`config.mk`:
```
export PLATFORM = sky130hd
export DESIGN_NAME = alu_result_stage
export DESIGN_NICKNAME = d
export VERILOG_FILES = /design/src/rtl/alu_result_stage.sv
export SDC_FILE = /design/constraint.sdc
export NUM_CORES = 1
export LEC_CHECK = 0
export ABC_AREA = 1
export CORE_UTILIZATION = 52
export CTS_CLUSTER_SIZE = 8
export DETAILED_ROUTE_END_ITERATION = 6
export PLACE_DENSITY_LB_ADDON = 0.2
export SETUP_SLACK_MARGIN = 0.02
export SYNTH_ARGS = -nofsm -noshare
export SYNTH_HDL_FRONTEND = slang
export SYNTH_SLANG_ARGS = --single-unit
```
`constraint.sdc`:
```
create_clock -name clk -period 4.73 [get_ports clk]
set_clock_uncertainty 0.1 [all_clocks]
set_input_delay 1.1825 -clock clk [delete_from_list [all_inputs] [get_ports clk]]
set_output_delay 1.1825 -clock clk [all_outputs]
set_load 0.05 [all_outputs]
```
`src/rtl/alu_result_stage.sv`:
```
// alu_result_stage: 2-entry skid buffer capturing ALU results with N/Z/OF flags and a saturating overflow count.
// Optional sticky overflow indicator is built only when ALU_STICKY_OF_EN is defined.
module alu_result_stage #(
  parameter int WIDTH   = 6,
  parameter int OFCNT_W = 8
) (
  input  logic               clk,
  input  logic               rst_n,
  input  logic               in_valid,
  output logic               in_ready,
  input  logic [WIDTH-1:0]   in_res,
  input  logic               in_of,
  output logic               out_valid,
  input  logic               out_ready,
  output logic [WIDTH-1:0]   out_res,
  output logic               out_n,
  output logic               out_z,
  output logic               out_of,
  output logic [OFCNT_W-1:0] of_count,
  input  logic               sticky_clr,
  output logic               sticky_of
);
  typedef enum logic [1:0] {EMPTY, ONE, TWO} state_t;
  localparam int EW = WIDTH + 3;
  state_t             state_q, state_d;
  logic [EW-1:0]      head_q, head_d, tail_q, tail_d, new_ent;
  logic [OFCNT_W-1:0] ofc_q, ofc_d;
  logic               push, pop;
  assign in_ready  = rst_n && state_q != TWO;
  assign out_valid = state_q != EMPTY;
  assign push      = in_valid && in_ready;
  assign pop       = out_valid && out_ready;
  // Entry layout {of, z, n, res}: flags are frozen at capture time.
  assign new_ent   = {in_of, in_res == '0, in_res[WIDTH-1], in_res};
  assign {out_of, out_z, out_n, out_res} = head_q;
  assign of_count  = ofc_q;
  always_comb begin
    state_d = (push && !pop) ? (state_q == EMPTY ? ONE : TWO) :
              (pop && !push) ? (state_q == TWO ? ONE : EMPTY) : state_q;
    head_d  = (push && (state_q == EMPTY || (pop && state_q == ONE))) ? new_ent :
              (pop && state_q == TWO) ? tail_q : head_q;
    tail_d  = (push && !pop && state_q == ONE) ? new_ent : tail_q;
    ofc_d   = (push && in_of && ofc_q != '1) ? ofc_q + 1'b1 : ofc_q;
  end
  always_ff @(posedge clk) begin
    if (!rst_n) begin
      state_q <= EMPTY;
      head_q  <= '0;
      tail_q  <= '0;
      ofc_q   <= '0;
    end else begin
      state_q <= state_d;
      head_q  <= head_d;
      tail_q  <= tail_d;
      ofc_q   <= ofc_d;
    end
  end
`ifdef ALU_STICKY_OF_EN
  logic sticky_q, sticky_d;
  always_comb sticky_d = (push && in_of) ? 1'b1 : sticky_clr ? 1'b0 : sticky_q;
  always_ff @(posedge clk) begin
    if (!rst_n) sticky_q <= 1'b0;
    else sticky_q <= sticky_d;
  end
  assign sticky_of = sticky_q;
`else
  logic unused_sticky_clr;
  assign unused_sticky_clr = sticky_clr;
  assign sticky_of = 1'b0;
`endif
endmodule
```
==> results of run 1 <==
-- worst max-delay path: stages --
cell and delay, ns:
sky130_fd_sc_hd__clkdlybuf4s50_1 0.45, sky130_fd_sc_hd__buf_4 0.21, sky130_fd_sc_hd__clkinv_1 0.31, sky130_fd_sc_hd__nor2_1 0.19, sky130_fd_sc_hd__buf_4 0.21
-- final cells by class --
cell class,instances,area (µm²)
flip-flops and latches,26,520
inverters,23,86.3
multi-input cells,134,639
well taps,28,35.0
fillers,204,663
clock buffers,4,36.3
repair buffers,30,295
-- cell usage in the layout, fill, tap and decap left out --
cell / netlist / final
sky130_fd_sc_hd__xor2_1: 2 / 2
sky130_fd_sc_hd__clkinv_1: 1 / 1
sky130_fd_sc_hd__o21ai_0: 17 / 17
sky130_fd_sc_hd__nor2_4: 2 / 2
sky130_fd_sc_hd__nor3_1: 1 / 1
sky130_fd_sc_hd__nor2_2: 1 / 1
sky130_fd_sc_hd__a211oi_1: 1 / 1
sky130_fd_sc_hd__conb_1: 1 / 1
sky130_fd_sc_hd__nand2_1: 39 / 39
sky130_fd_sc_hd__clkdlybuf4s50_1: 0 / 28
sky130_fd_sc_hd__dfxtp_1: 26 / 26
sky130_fd_sc_hd__xnor2_1: 1 / 1
sky130_fd_sc_hd__nand3_1: 3 / 3
sky130_fd_sc_hd__ha_1: 2 / 2
sky130_fd_sc_hd__nand4_1: 1 / 1
sky130_fd_sc_hd__o21ai_1: 12 / 12
sky130_fd_sc_hd__inv_2: 3 / 3
sky130_fd_sc_hd__nor2_1: 30 / 30
sky130_fd_sc_hd__a21oi_1: 16 / 16
sky130_fd_sc_hd__nand3_2: 1 / 1
sky130_fd_sc_hd__buf_4: 2 / 2
sky130_fd_sc_hd__inv_1: 19 / 19
sky130_fd_sc_hd__clkbuf_4: 0 / 3
sky130_fd_sc_hd__nand2_2: 2 / 2
sky130_fd_sc_hd__nand3b_1: 2 / 2
sky130_fd_sc_hd__clkbuf_8: 0 / 1
-- worst paths after layout --
| path | to | slack, ns |
|---|---|---|
| max | in_ready | 0.88 |
| min | tail_q[2] | 0.36 |
| max reg2reg | tail_q[4] | 2.71 |
| min reg2reg | tail_q[2] | 0.36 |
-- flip-flops by register name, summed over array words and instances (netlist names) --
register and cells:
tail_q 8, of_count 8, state_q 2, head_q 8
-- per-layer routing --
metal	vias to the layer above	share of wire, %
met2	35	47
met1	553	46
met3	6	5.5
met5	-	0
li1	655	-
met4	0	1.3
-- power by group through the flow --
stage	sequential [mW]	clock, mW	combinational, mW
2_1_floorplan	0.280	0	0.0778
3_3_place_gp	0.247	0	0.154
3_5_place_dp	0.248	0	0.158
4_1_cts	0.243	0.114	0.159
5_1_grt	0.245	0.122	0.171
6_report	0.243	0.112	0.158
-- synthesized netlist by cell type --
| cell | number |
|---|---|
| sky130_fd_sc_hd__nand2_1 | 39 |
| sky130_fd_sc_hd__nor2_1 | 30 |
| sky130_fd_sc_hd__dfxtp_1 | 26 |
| sky130_fd_sc_hd__inv_1 | 19 |
| sky130_fd_sc_hd__o21ai_0 | 17 |
| sky130_fd_sc_hd__a21oi_1 | 16 |
| sky130_fd_sc_hd__o21ai_1 | 12 |
| sky130_fd_sc_hd__inv_2 | 3 |
| sky130_fd_sc_hd__nand3_1 | 3 |
| sky130_fd_sc_hd__buf_2 | 2 |
| sky130_fd_sc_hd__buf_4 | 2 |
| sky130_fd_sc_hd__ha_1 | 2 |
| sky130_fd_sc_hd__nand2_2 | 2 |
| sky130_fd_sc_hd__nand3b_1 | 2 |
| sky130_fd_sc_hd__nor2_4 | 2 |
| sky130_fd_sc_hd__xor2_1 | 2 |
| sky130_fd_sc_hd__a211oi_1 | 1 |
| sky130_fd_sc_hd__buf_6 | 1 |
| sky130_fd_sc_hd__clkbuf_1 | 1 |
| sky130_fd_sc_hd__clkinv_1 | 1 |
| sky130_fd_sc_hd__conb_1 | 1 |
| sky130_fd_sc_hd__nand3_2 | 1 |
| sky130_fd_sc_hd__nand4_1 | 1 |
| sky130_fd_sc_hd__nor2_2 | 1 |
| sky130_fd_sc_hd__nor3_1 | 1 |
| sky130_fd_sc_hd__xnor2_1 | 1 |
-- cell families (layout without fill, tap and decap cells) --
| family | after synthesis | count (layout) | synth area share (%) |
|---|---|---|---|
| buffers and inverters | 29 | 57 | 9.82 |
| AOI/OAI and AO/OA | 46 | 46 | 18.1 |
| adders and majority gates | 2 | 2 | 1.95 |
| DFF | 26 | 26 | 40.5 |
| other | 1 | 1 | 0.292 |
| and+or+nand+nor | 82 | 82 | 27.3 |
| xor gates and xnor gates | 3 | 3 | 2.04 |
==> metrics.txt, run 1 <==
run status finished, final reports clean; Static Leak between 0.6 and 0.7 nW; kind of start point of the critical path input pin; Net Count, Synth 203; r2r startpoint state_q[0]; classification of the worst-slack hold path flip-flop to flip-flop; Net count, final about 230; distinct cell type count after synthesis 26; final cycle utilization of the critical path roughly four fifths; area leader, netlist sky130_fd_sc_hd__dfxtp_1; final setup fails 0; post-placement setup slack ~0.87 ns; worst-case reg-to-reg path depth 8; Internal Power about 0.33 mW; actual slew at the worst max-slew pin approximately 0.56 ns; Clk pwr share between 20 and 25%; Overflow after GRT 0; flops & latches, synth 26; final critical path time including I/O delays and setup between 3 and 4 ns; critical path startpoint rst_n; number of warnings reported in the yosys synthesis log 0; wire length after detailed routing 2.76 mm; post-detailed-route wirelength per cell approximately 11 µm; number of buffer cells added on primary ports 29; achievable frequency ~260 MHz; Sequential Power Share between 40% and 50%; Hold Path Origin tail_q[2]; fin. max-slew vios 0; hold buffers post-CTS 0; die span in y between 50 and 60 µm; portion of synthesized cell area occupied by the leading cell type roughly two fifths; vias per std cell 5.10; met3 capacity usage during global routing under 10%; share of total power consumed by net switching about a third; TritonCTS clock tree yes; total vias in the final route about 1200; proportion of layout cells with a drive suffix above 1 6.91%; count of unresolved DRC violations after routing 0; initial cell density of the core between 50% and 60%; setup repair after global routing missed its margin no; total count of hold-check failures in the final report 0; power per cell area ~320 nW/µm²; initial antenna violation count 0; number of instances on the worst hold path 2; global route hottest layer met2; Core ar. 2280 µm²; worst supply voltage drop on vdd roughly 230 µV; maximum level of the CTS H-tree 1; final total negative setup slack 0 ns; final core utilization slightly above 70%; detailed-router iteration count before antenna repair 4; All-Layer GR Usage 23.4%; Detail Route Antenna Nets 0; Max transition margin around 63%; number of antenna diodes 0; buffers inserted by post-CTS timing repair 0; routability-driven placement congestion ratio 0.767; placed instance count between 200 and 250; power share of the combinational group a little under a third; ports placed on the boundary 32; number of cells produced by synthesis 189; critical setup path kind input pin to output port; number of DRC markers after the initial detailed-route iteration 24; reported net switching power approximately 0.18 mW; most area-consuming cells after synthesis sky130_fd_sc_hd__dfxtp_1, sky130_fd_sc_hd__nand2_1, sky130_fd_sc_hd__nor2_1, sky130_fd_sc_hd__o21ai_0, sky130_fd_sc_hd__a21oi_1; Placement Rows 17; Arrival @ worst endpoint 2.57 ns; worst path required time 3.45 ns; global-route met1 utilization 28.0%; first-pass GRT wire length ~4.7 mm; minimum setup slack in the final design ~0.9 ns; Placement Cell Area 1580 µm²; buffer depth of the longest clock path 2; HPWL Detailed approximately 2.0 mm; sequential area share after synthesis 40.5%; Layout Cells excl Fill about 250; Inserted Clock Buffers 3; die outline area approximately 2700 µm²; Clk pin slew, worst setup/hold paths 0.14 ns; Sink Count 26; met2 demand-to-capacity share in global routing 42.0%; post-synthesis average cell area between 6 and 7 µm²; clk_lat worst skew 0.31 ns; area grow syn2layout 25.4%; final standard cell area without fillers roughly 1600 µm²; Die Width approximately 52 µm; quantity of gates resized following cts 0; vias in the first global route around 1200; netlist area before placement about 1300 µm²; element type at the critical path end output port; final worst hold slack about 0.36 ns; maximum fanout along the worst path 20; Pwr Total slightly above 0.5 mW; Max Cap Violations 0; CTS root buf sky130_fd_sc_hd__clkbuf_4; maximum number of pins on one net before global-route repair 21
No activity file was read; power rests on OpenSTA's default activity.
==> run 2, diff against run 1 <==
- CORE_UTILIZATION: 52 -> 43
- clock period: 4.73 -> 3.3 ns (I/O delays scaled with it)
==> run 2 against run 1 <==
Net effect: the run now ends with design-rule violations left; core utilization decreased by 12 points; non-clock buffer count increased by 1; final area increased by 2.5%; flip-flop and latch count unchanged; hold slack improved by 0.00092 ns; critical endpoint unchanged.
==> metrics.txt, run 2 (same netlist as run 1, synthesis figures left out) <==
run status finished with violations (was finished, final reports clean); failing checks design-rule violations; Overflow after GRT 0 (unchanged); fin. max-slew vios 0 (unchanged); TritonCTS clock tree yes (unchanged); initial antenna violation count 0 (unchanged); delay contributed by the slowest stage of the critical path 0.52 ns (was 0.45 ns); Clk pin slew, worst setup/hold paths 0.14 ns (about the same); final total negative setup slack 0 ns (unchanged); final setup fails 0 (unchanged); number of instances on the worst hold path 2 (unchanged); HPWL Detailed 2.05 mm (was 2.04 mm); worst hold endpoint tail_q[1] (was tail_q[2]); Max Cap Violations 0 (unchanged); detailed-router iteration count before antenna repair 6 (was 4); maximum level of the CTS H-tree 1 (unchanged); All-Layer GR Usage 17.6% (was 23.4%); die span in y 56.7 µm (was 51.7 µm); initial cell density of the core 45.9% (was 56.5%); area grow syn2layout 28.5% (was 25.4%); Inserted Clock Buffers 3 (unchanged); total count of hold-check failures in the final report 0 (unchanged); buffer depth of the longest clock path 2 (unchanged); Core ar. 2810 µm² (was 2280 µm²); Die Width 56.7 µm (was 51.7 µm); Placement Cell Area 1600 µm² (was 1580 µm²); critical setup path kind input pin to output port (unchanged); most common cell after layout, fill and taps aside sky130_fd_sc_hd__nand2_1 (unchanged); maximum number of pins on one net before global-route repair 19 (was 21); final critical path time including I/O delays and setup between 2 and 3 ns; post-detailed-route wirelength per cell 10.9 µm (was 11.3 µm); Static Leak 0.659 nW (was 0.643 nW); leading cell types in the layout, fill and taps excluded sky130_fd_sc_hd__nand2_1, sky130_fd_sc_hd__nor2_1, sky130_fd_sc_hd__clkdlybuf4s50_1, sky130_fd_sc_hd__dfxtp_1, sky130_fd_sc_hd__inv_1 (unchanged); classification of the worst-slack hold path flip-flop to flip-flop (unchanged); proportion of layout cells with a drive suffix above 1 7.34% (was 6.91%); routability-driven placement congestion ratio 0.748 (was 0.767); ports placed on the boundary 32 (unchanged); CTS root buf sky130_fd_sc_hd__clkbuf_4 (unchanged); CP max-delay cell sky130_fd_sc_hd__clkdlybuf4s50_1 (unchanged); die outline area 3210 µm² (was 2680 µm²); Sink Count 26 (unchanged); worst reg-to-reg setup slack 1.34 ns (was 2.71 ns); hold buffers post-CTS 0 (unchanged); quantity of gates resized following cts 0 (unchanged); wire length after detailed routing 2.71 mm (was 2.76 mm); clk_lat worst skew 0.31 ns (about the same); count of unresolved DRC violations after routing 2 (was 0); buffers inserted by post-CTS timing repair 0 (unchanged); number of antenna diodes 0 (unchanged); final core utilization 58.9% (was 70.9%); cells along the critical path clkdlybuf4s50_1 -> clkinv_1 -> nor2_1 -> buf_12 (was clkdlybuf4s50_1 -> buf_4 -> clkinv_1 -> nor2_1 -> buf_4); vias in the first global route 1085 (was 1156); setup repair after global routing missed its margin no (unchanged); actual slew at the worst max-slew pin 0.540 ns (was 0.556 ns); total vias in the final route 1257 (was 1249); r2r startpoint state_q[0] (unchanged); achievable frequency approximately 370 MHz; worst path required time 2.37 ns (was 3.45 ns); final cycle utilization of the critical path between 80% and 90%; Hold Path Origin tail_q[1] (was tail_q[2]); maximum fanout along the worst path 3 (was 20); vias per std cell 5.05 (was 5.10); kind of start point of the critical path input pin (unchanged); Arrival @ worst endpoint 1.81 ns (was 2.57 ns); Detail Route Antenna Nets 0 (unchanged); power per cell area 482 nW/µm² (was 318 nW/µm²); Placement Rows 19 (was 17); worst supply voltage drop on vdd 235 µV (was 230 µV); Reg2Reg Capture Point tail_q[0] (was tail_q[4]); Net count, final 233 (was 232); element type at the critical path end output port (unchanged); Max transition margin 63.9% (was 62.8%); final standard cell area without fillers 1650 µm² (was 1610 µm²); worst-case reg-to-reg path depth 8 (unchanged); number of DRC markers after the initial detailed-route iteration 35 (was 24); number of buffer cells added on primary ports 29 (unchanged); first-pass GRT wire length 4.49 mm (was 4.71 mm)
run 2: cell types whose count changed in the layout (fill, tap and decap cells not counted):
cell                        delta
sky130_fd_sc_hd__buf_12        +1
sky130_fd_sc_hd__bufinv_16     +1
sky130_fd_sc_hd__clkbuf_8      -1
run 2: area by class of cell:
class	instances	area [µm²]
clock buffer	3	22.5
clock inverter	1	30.0
fill	275	1150
inverter	23	86.3
multi-input combinational	134	639
sequential	26	520
tap	31	38.8
timing repair buffer	31	315
run 2: worst max-delay path: cells and delay by family:
kind,cells,cell delay [ns]
buf+inv,3,0.79
simple gates,1,0.20
run 2: where the power goes:
part           switching [mW]  internal [mW]  total, mW
Combinational           0.153         0.0798      0.232
Clock                  0.0939          0.123      0.217
Sequential             0.0135          0.335      0.348
Total                   0.260          0.537      0.797
run 2: stage by stage:
stage               instances  total power [mW]  worst slack, ns  hold slack, ns
detailed placement        245             0.588            0.515           0.346
finish                    249             0.797            0.561           0.361
floorplan                 189             0.513            0.514           0.329
CTS                       249             0.807            0.545           0.366
global placement          245             0.582            0.550           0.337
global route              249             0.836            0.464           0.391
run 2: worst max-delay path by stage:
stage / start / end / slack [ns] / depth (start not counted)
6_report: rst_n / in_ready / 0.56 / 4
2_1_floorplan: rst_n / in_ready / 0.51 / 3
5_1_grt: rst_n / in_ready / 0.46 / 4
3_3_place_gp: rst_n / tail_q[6] / 0.55 / 7
4_1_cts: rst_n / in_ready / 0.55 / 4
3_5_place_dp: rst_n / tail_q[6] / 0.51 / 7
run 2: routing by layer:
layer / up-vias / track usage [%] / part of all wire, %
met2: 27 / 31.3 / 49
li1: 654 / - / -
met3: 2 / 2.53 / 4.5
met1: 574 / 20.8 / 45
met4: 0 / 7.50 / 0.85
met5: - / 0 / 0
==> run 3, diff against run 2 <==
- CORE_UTILIZATION: 43 -> 48
- clock period: 3.3 -> 2.8 ns (I/O delays scaled with it)
==> run 3 against run 2 <==
Net effect: the run now ends clean; register-to-register slack got worse by 0.23 ns; final area fell by 0.61%; cell count did not move; critical endpoint is now out_valid; largest cell class unchanged.
==> metrics.txt, run 3 (same netlist as run 1, synthesis figures left out) <==
ports placed on the boundary 32 (unchanged); number of antenna diodes 0 (unchanged); final worst hold slack 0.361 ns (about the same); worst supply voltage drop on vdd 408 µV (was 235 µV); leading cell types in the layout, fill and taps excluded sky130_fd_sc_hd__nand2_1, sky130_fd_sc_hd__nor2_1, sky130_fd_sc_hd__clkdlybuf4s50_1, sky130_fd_sc_hd__dfxtp_1, sky130_fd_sc_hd__inv_1 (unchanged); most common cell after layout, fill and taps aside sky130_fd_sc_hd__nand2_1 (unchanged); Register Area 520 µm² (unchanged); post-detailed-route wirelength per cell 11.0 µm (was 10.9 µm); Inserted Clock Buffers 3 (unchanged); clk_lat worst skew 0.32 ns (was 0.31 ns); number of buffer cells added on primary ports 29 (unchanged); vias in the first global route 1089 (was 1085); total count of hold-check failures in the final report 0 (unchanged); actual slew at the worst max-slew pin 0.498 ns (was 0.540 ns); routability-driven placement congestion ratio 0.743 (was 0.748); Max Cap Violations 0 (unchanged); maximum level of the CTS H-tree 1 (unchanged); area grow syn2layout 27.7% (was 28.5%); wire length after detailed routing 2.73 mm (was 2.71 mm); Clk pin slew, worst setup/hold paths 0.14 ns (about the same); buffers inserted by post-CTS timing repair 0 (unchanged); Core ar. 2500 µm² (was 2810 µm²); count of buffering cells on the critical path with inverters included 2 (was 3); final total negative setup slack 0 ns (unchanged); detailed-router iteration count before antenna repair 4 (was 6); area taken by multi-input logic gates 639 µm² (unchanged); final critical path time including I/O delays and setup 2.54 ns; kind of start point of the critical path flip-flop (was input pin); cells along the critical path nor2_1 -> inv_1 -> clkdlybuf4s50_1 (was clkdlybuf4s50_1 -> clkinv_1 -> nor2_1 -> buf_12); power per cell area 532 nW/µm² (was 482 nW/µm²); fin. max-slew vios 0 (unchanged); total vias in the final route 1251 (was 1257); Net count, final 234 (was 233); Die Width 53.8 µm (was 56.7 µm); critical setup path kind flip-flop to output port (was input pin to output port); CTS root buf sky130_fd_sc_hd__clkbuf_4 (unchanged); # fillers 212 (was 275); setup repair after global routing missed its margin no (unchanged); All-Layer GR Usage 20.7% (was 17.6%); TritonCTS clock tree yes (unchanged); quantity of gates resized following cts 0 (unchanged); die outline area 2890 µm² (was 3210 µm²); delay contributed by the slowest stage of the critical path 0.81 ns (was 0.52 ns); element type at the critical path end output port (unchanged); maximum fanout along the worst path 5 (was 3); buffer depth of the longest clock path 2 (unchanged); CP max-delay cell sky130_fd_sc_hd__clkdlybuf4s50_1 (unchanged); initial cell density of the core 51.5% (was 45.9%); final core utilization 65.7% (was 58.9%); cell class contributing the biggest share of worst-path delay buffers and inverters (unchanged); Layout Cells excl Fill 249 (unchanged); final standard cell area without fillers 1640 µm² (was 1650 µm²); run status finished, final reports clean (was finished with violations); Static Leak 0.656 nW (was 0.659 nW); initial antenna violation count 0 (unchanged); proportion of layout cells with a drive suffix above 1 7.76% (was 7.34%); Overflow after GRT 0 (unchanged); maximum number of pins on one net before global-route repair 20 (was 19); Max transition margin 66.7% (was 63.9%); classification of the worst-slack hold path flip-flop to flip-flop (unchanged); Placement Rows 18 (was 19); HPWL Detailed 2.00 mm (was 2.05 mm); Arrival @ worst endpoint 1.74 ns (was 1.81 ns); Sink Count 26 (unchanged); Detail Route Antenna Nets 0 (unchanged); count of unresolved DRC violations after routing 0 (was 2); hold buffers post-CTS 0 (unchanged); final cycle utilization of the critical path roughly nine tenths; first-pass GRT wire length 4.38 mm (was 4.49 mm); Placement Cell Area 1610 µm² (was 1600 µm²); placed instance count 245 (unchanged); vias per std cell 5.02 (was 5.05); number of DRC markers after the initial detailed-route iteration 13 (was 35); final setup fails 0 (unchanged); achievable frequency 394 MHz; die span in y 53.8 µm (was 56.7 µm); worst path required time 2.00 ns (was 2.37 ns)
==> run 3: worst min-delay path: stages, from the launching register on <==
cell and delay, ns:
sky130_fd_sc_hd__dfxtp_1 0.32, sky130_fd_sc_hd__inv_1 0.06, sky130_fd_sc_hd__a21oi_1 0.05
==> run 3: per-stage QoR <==
step                setup WS (ns)  power [mW]
floorplan                   0.264       0.605
global placement            0.301       0.686
detailed placement          0.244       0.692
CTS                         0.256       0.881
global route                0.154       0.917
finish                      0.264       0.874
==> run 3: path summary, 6_finish.rpt <==
kind	from	to	slack, ns	cells after the start
min	tail_q[0]	tail_q[0]	0.36	2
max	state_q[0]	out_valid	0.26	3
max reg2reg	state_q[0]	tail_q[1]	1.11	9
min reg2reg	tail_q[0]	tail_q[0]	0.36	2
==> run 3: per-layer routing <==
metal	vias to the layer above	track usage, %	share of wire [%]
met1	571	25.1	47
met4	0	9.65	0.55
met2	18	35.6	50
li1	660	-	-
met3	2	2.82	2.6
met5	-	0	0
==> run 3: report_power, final <==
part	internal, mW	switching [mW]
Combinational	0.0944	0.179
Sequential	0.395	0.0159
Clock	0.0794	0.111
Total	0.568	0.306
==> run 3: area by class of cell <==
cell class,instances,area share (%)
Multi-Input combinational cell,134,38.9
Sequential cell,26,31.7
Timing Repair Buffer,32,19.6
Inverter,23,5.26
Tap cell,30,2.28
Clock buffer,4,2.21
